--- config.mk ---
export PLATFORM = sky130hd
export DESIGN_NAME = csc_frame_arbiter
export DESIGN_NICKNAME = d
export VERILOG_FILES = /design/src/rtl/csc_frame_arbiter_pkg.sv /design/src/rtl/csc_tag_pipe.sv /design/src/rtl/csc_frame_arbiter.sv
export SDC_FILE = /design/constraint.sdc
export NUM_CORES = 1
export LEC_CHECK = 0
export CORE_MARGIN = 2
export CORE_UTILIZATION = 37
export DETAILED_ROUTE_END_ITERATION = 10
export HOLD_SLACK_MARGIN = 0.05
export PLACE_DENSITY = 0.72
export SYNTH_ARGS = -nofsm -noshare
export SYNTH_HDL_FRONTEND = slang
export SYNTH_SLANG_ARGS = --single-unit
--- constraint.sdc ---
create_clock -name clk -period 1.7 [get_ports clk]
set_input_delay 0.17 -clock clk [delete_from_list [all_inputs] [get_ports clk]]
set_output_delay 0.17 -clock clk [all_outputs]
set_load 0.05 [all_outputs]
--- src/rtl/csc_frame_arbiter_pkg.sv ---
// Shared types and constants for the frame-granular CSC arbiter.
package csc_frame_arbiter_pkg;

   typedef enum logic [1:0] {
      IDLE     = 2'd0,
      WAIT_SOF = 2'd1,
      ACTIVE   = 2'd2,
      DRAIN    = 2'd3
   } arb_state_t;

   localparam logic SRC0 = 1'b0;
   localparam logic SRC1 = 1'b1;

   // Converter latency and the drain counter width it implies.
   localparam int LAT_DEFAULT = 5;
   localparam int DRAIN_CNT_W = $clog2(LAT_DEFAULT + 2);

   // One pixel beat with its timing.
   typedef struct packed {
      logic       vs;
      logic       hs;
      logic       de;
      logic [7:0] r;
      logic [7:0] g;
      logic [7:0] b;
   } pix_t;

   // Tag travelling alongside the converter pipeline.
   typedef struct packed {
      logic src;
      logic fwd;
   } tag_t;

   function automatic logic [1:0] src_onehot(input logic src);
      return (src == SRC1) ? 2'b10 : 2'b01;
   endfunction

endpackage

--- src/rtl/csc_tag_pipe.sv ---
// Delay line carrying {src, fwd} so the tag lands with the converter output.
module csc_tag_pipe
   import csc_frame_arbiter_pkg::*;
#(
   parameter int DEPTH = LAT_DEFAULT + 1
) (
   input  logic clk,
   input  logic rst_b,
   input  tag_t tag_in,
   output tag_t tag_out
);

   tag_t [DEPTH-1:0] vld_pipe;

   // Plain shift register; stage 0 is loaded alongside the cv_* registers.
   always_ff @(posedge clk or negedge rst_b) begin
      if (!rst_b) vld_pipe <= '0;
      else        vld_pipe <= {vld_pipe[DEPTH-2:0], tag_in};
   end

   assign tag_out = vld_pipe[DEPTH-1];

endmodule

--- src/rtl/csc_frame_arbiter.sv ---
// Grants one shared RGB->YCbCr converter to one of two sources per frame.
module csc_frame_arbiter
   import csc_frame_arbiter_pkg::*;
#(
   parameter int LAT = LAT_DEFAULT
) (
   input  logic       clk,
   input  logic       rst_b,
   input  logic [1:0] req,
   input  logic       s0_vs,
   input  logic       s0_hs,
   input  logic       s0_de,
   input  logic [7:0] s0_r,
   input  logic [7:0] s0_g,
   input  logic [7:0] s0_b,
   input  logic       s1_vs,
   input  logic       s1_hs,
   input  logic       s1_de,
   input  logic [7:0] s1_r,
   input  logic [7:0] s1_g,
   input  logic [7:0] s1_b,
   output logic [1:0] gnt,
   output logic [1:0] frame_done,
   output logic       cv_vs,
   output logic       cv_hs,
   output logic       cv_de,
   output logic [7:0] cv_r,
   output logic [7:0] cv_g,
   output logic [7:0] cv_b,
   input  logic       cv_de_ret,
   output logic       tag_src,
   output logic       tag_vld
);

   localparam int              CNT_W   = $clog2(LAT + 2);
   localparam logic [CNT_W-1:0] CNT_END = CNT_W'(LAT);

   arb_state_t       state, state_nxt;
   logic [1:0]       gnt_nxt;
   logic             last_gnt, last_gnt_nxt;
   logic [CNT_W-1:0] cnt, cnt_nxt;
   logic             vs0_d, vs1_d;
   logic             rise0, rise1, rise_sel;
   logic             sel, winner, fwd;
   pix_t             pix0, pix1, pix_sel, cv_q;
   tag_t             tag_in, tag_out;

   // vs edge detectors; cleared by reset so a held-high vs cannot fake a SOF.
   always_ff @(posedge clk or negedge rst_b) begin
      if (!rst_b) begin
         vs0_d <= 1'b0;
         vs1_d <= 1'b0;
      end else begin
         vs0_d <= s0_vs;
         vs1_d <= s1_vs;
      end
   end

   assign rise0    = s0_vs & ~vs0_d;
   assign rise1    = s1_vs & ~vs1_d;
   assign sel      = gnt[1];
   assign rise_sel = sel ? rise1 : rise0;
   // Both requesting: the source not served last wins.
   assign winner   = (req == 2'b11) ? ~last_gnt : (req[1] ? SRC1 : SRC0);

   assign pix0    = '{vs: s0_vs, hs: s0_hs, de: s0_de, r: s0_r, g: s0_g, b: s0_b};
   assign pix1    = '{vs: s1_vs, hs: s1_hs, de: s1_de, r: s1_r, g: s1_g, b: s1_b};
   assign pix_sel = sel ? pix1 : pix0;

   // Arbiter state register.
   always_ff @(posedge clk or negedge rst_b) begin
      if (!rst_b) begin
         state    <= IDLE;
         gnt      <= 2'b00;
         last_gnt <= SRC1;
         cnt      <= '0;
      end else begin
         state    <= state_nxt;
         gnt      <= gnt_nxt;
         last_gnt <= last_gnt_nxt;
         cnt      <= cnt_nxt;
      end
   end

   // Next state, forwarding decision and end-of-drain pulse.
   always_comb begin
      state_nxt    = state;
      gnt_nxt      = gnt;
      last_gnt_nxt = last_gnt;
      cnt_nxt      = cnt;
      fwd          = 1'b0;
      frame_done   = 2'b00;
      case (state)
         IDLE: begin
            if (|req) begin
               gnt_nxt   = src_onehot(winner);
               state_nxt = WAIT_SOF;
            end
         end
         WAIT_SOF: begin
            // The SOF cycle itself is the first forwarded beat.
            if (rise_sel) begin
               fwd       = 1'b1;
               state_nxt = ACTIVE;
            end
         end
         ACTIVE: begin
            // The next rise closes the frame and is not forwarded.
            if (rise_sel) begin
               cnt_nxt   = '0;
               state_nxt = DRAIN;
            end else begin
               fwd = 1'b1;
            end
         end
         DRAIN: begin
            if (cnt == CNT_END) begin
               frame_done   = gnt;
               last_gnt_nxt = sel;
               gnt_nxt      = 2'b00;
               cnt_nxt      = '0;
               state_nxt    = IDLE;
            end else begin
               cnt_nxt = cnt + 1'b1;
            end
         end
         default: state_nxt = IDLE;
      endcase
   end

   // Converter input register: granted source or zeros.
   always_ff @(posedge clk or negedge rst_b) begin
      if (!rst_b) cv_q <= '0;
      else        cv_q <= fwd ? pix_sel : '0;
   end

   assign cv_vs = cv_q.vs;
   assign cv_hs = cv_q.hs;
   assign cv_de = cv_q.de;
   assign cv_r  = cv_q.r;
   assign cv_g  = cv_q.g;
   assign cv_b  = cv_q.b;

   assign tag_in = '{src: sel, fwd: fwd};

   csc_tag_pipe #(.DEPTH(LAT + 1)) u_tag_pipe (
      .clk     (clk),
      .rst_b   (rst_b),
      .tag_in  (tag_in),
      .tag_out (tag_out)
   );

   assign tag_src = tag_out.src;
   assign tag_vld = tag_out.fwd & cv_de_ret;

endmodule

==> impl_metrics.tcl <==
set metrics [dict create \
    synth_area_per_cell_um2 12.4 \
    yosys_warnings 0 \
    hpwlAfterDp_mm 3.32 \
    ant_nets 0 \
    synth_top_family_by_area "multiplexers" \
    port_buffers 91 \
    hold_viol 0 \
    layout_commonest_cell "clkdlybuf4s50_1" \
    crit_type "reg2reg" \
    gr-total-overflow 0 \
    min_period_ns 1.62 \
    cp_cell_sequence "nand2b_1 -> o22a_1 -> a211o_1 -> mux2_4" \
    fmax_mhz 616 \
    status "complete, no violations" \
    wl_mm 4.43 \
    finalPower_mw 5.56 \
    antenna_found_initial 0 \
    cap_violations 0 \
    die_y_um 78.0 \
    htreeDepth 2 \
    synth_compound_area_frac 0.0612 \
    clkTransAtPathRegs_ns 0.08 \
    critPathTopFamily "compound AO/OA/AOI/OAI gates" \
    areaGrowthSynthToFinish_pct 60.3 \
    clock-skew-final_ns 0.00476 \
    drive_above_1_share 0.148 \
    syn_nets 226 \
    cts_buffer_depth 2 \
    num_antenna_cells 0 \
    crit_path_end_kind "flip-flop" \
    crit_slowest_cell "dfrtp_2" \
    vias 1550 \
    synth_edf_count 0 \
    cts_tree "yes" \
    pwr-share-clk 0.118 \
    drt-initial-drc-count 73 \
    postSynth.asyncResetShare 1.00 \
    cpPeakStageDelay_ns 0.43 \
    rsz0062_at_grt "true" \
    seqPwrFrac 0.317 \
    worst_pin_slew_ns 0.518 \
    critPathLaunch "gnt[1]" \
    power_leakage_nw 1.45 \
    cp.arrival_ns 1.80 \
    final_max_slew_viol_count 0 \
    finalSetupViolations 0 \
    synth_simple_gate_area_share 0.108 \
    layout.nets 332 \
    final_cell_mix "clkdlybuf4s50_1, dfrtp_1, mux2i_1, nor2_1, buf_4" \
    max_slew_margin 0.654 \
    grt_start_max_net_pins 39 \
    wl_per_cell_um 13.0 \
    yosysSeqAreaShare 0.606 \
    num_rows 26 \
    powerDensity_mw_per_mm2 1710 \
    die_w_um 78.0 \
    hold-worst-slack_ns 0.288 \
    first_global_vias 1484 \
    drc 0 \
    yosys.area_share.adder 0.0247 \
    ios 92 \
    core-area_mm2 0.00520 \
    synth_xor_area_frac 0.00433 \
    vdd_drop_max_mv 0.782 \
    clkSinkCount 49 \
    syn_area_mm2 0.00202 \
    insertion_delay_ns 0.29 \
    synth_cell_types 37 \
    min_path_type "in2async" \
    ys.flop_type "dfrtp_1" \
    p_int_mw 3.18 \
    grt_usage 0.150 \
    reg2reg_from "gnt[1]" \
    first_pass_iters 4 \
    comb_power_share 0.565 \
    synth_mux_area_frac 0.152 \
    cp_max_fo 4 \
    min_period_over_period 0.955 \
    gp_congestion 0.723 \
    start_util 0.389 \
    cts_buffers 5 \
    die-area_mm2 0.00608 \
    clock-root-buffer "clkbuf_8" \
    startpoint_type "flip-flop" \
    switching_power_mw 2.37 \
    viasPerCell 4.56 \
    synth-seq-cells 49 \
    switching_share 0.427 \
    netlist_instances 163 \
    grt_pass1_wl_mm 7.08 \
    critPathBufInv 0 \
    worstPathRequired_ns 1.88 \
]
-- synth_stat cells, drive strengths merged (2+ instances only) --
library cell	instances	area [µm²]
a21oi	6	30.0
a31oi	2	12.5
buf	6	53.8
clkbuf	3	11.3
dfrtp	48	1200
ha	4	50.1
inv	6	22.5
mux2i	28	293
nand2	3	13.8
nand2b	3	18.8
nand3b	2	15.0
nor2	29	109
o21ai	3	15.0
-- per-stage QoR --
stage | TNS, ns | worst slack (ns) | util | area, µm² | instances
floorplan | -0.102 | -0.0979 | - | 2030 | 163
global placement | -0.0258 | -0.0258 | 0.601 | 3130 | 329
detailed placement | -0.0866 | -0.0579 | 0.601 | 3130 | 329
CTS | 0 | 0.0169 | 0.621 | 3230 | 339
global route | -0.0107 | -0.0107 | 0.623 | 3240 | 340
finish | 0 | 0.0766 | 0.623 | 3240 | 340
-- layer usage --
| layer | vias to the layer above | part of all wire | track usage |
|---|---|---|---|
| met1 | 718 | 0.43 | 0.186 |
| met3 | 7 | 0.099 | 0.0558 |
| met2 | 67 | 0.45 | 0.237 |
| met5 | - | 0 | 0 |
| met4 | 0 | 0.015 | 0.0579 |
| li1 | 758 | - | - |
-- final timing paths --
| check | to | slack, ns | depth (start not counted) |
|---|---|---|---|
| max in group asynchronous | state[1] | 0.91 | 3 |
| max reg2reg | state[1] | 0.08 | 4 |
| min in group clk | vs0_d | 0.35 | 1 |
| min reg2reg | u_tag_pipe.vld_pipe[8] | 0.35 | 0 |
| min | cv_b[4] | 0.29 | 2 |
| max | state[1] | 0.08 | 4 |
-- power groups by stage --
stage | sequential, mW | combinational (mW) | clock, mW
2_1_floorplan | 2.70 | 1.11 | 0
3_3_place_gp | 1.77 | 3.12 | 0
3_5_place_dp | 1.79 | 3.16 | 0
4_1_cts | 1.77 | 3.17 | 0.684
5_1_grt | 1.82 | 3.34 | 0.730
6_report | 1.76 | 3.14 | 0.655
-- cell type report --
cell class	instances	area, µm²
Timing Repair Buffer	108	1100
Tap cell	70	87.6
Multi-Input combinational cell	99	717
Clock inverter	1	7.51
Sequential cell	49	1230
Inverter	6	22.5
Fill cell	435	1960
Clock buffer	7	76.3
-- timing repair --
| item | 4_1_cts | 5_1_grt |
|---|---|---|
| endpoints found under the hold margin | 11 | 0 |
| setup buffers | 1 | 1 |
| pin swaps | 2 | 1 |
| gates resized for setup | 1 | 4 |
| hold buffers | 1 | 0 |
| setup endpoints to repair | 1 | 3 |
-- sequential cells by signal (all words and copies together), names as in the netlist, 2 cells and up --
name                 count
cnt                      3
cv_b                     8
cv_g                     8
cv_r                     8
gnt                      2
state                    2
u_tag_pipe.tag_out       2
u_tag_pipe.vld_pipe     10
-- kinds of logic (layout without fill, tap and decap cells) --
logic type	after synthesis	in the layout
and+or+nand+nor	46	46
muxes	29	29
adders and majority gates	4	4
DFF	49	49
xor gates and xnor gates	1	1
AOI/OAI and AO/OA	19	19
buffers and inverters	15	122
No activity file was read; power rests on OpenSTA's default activity.
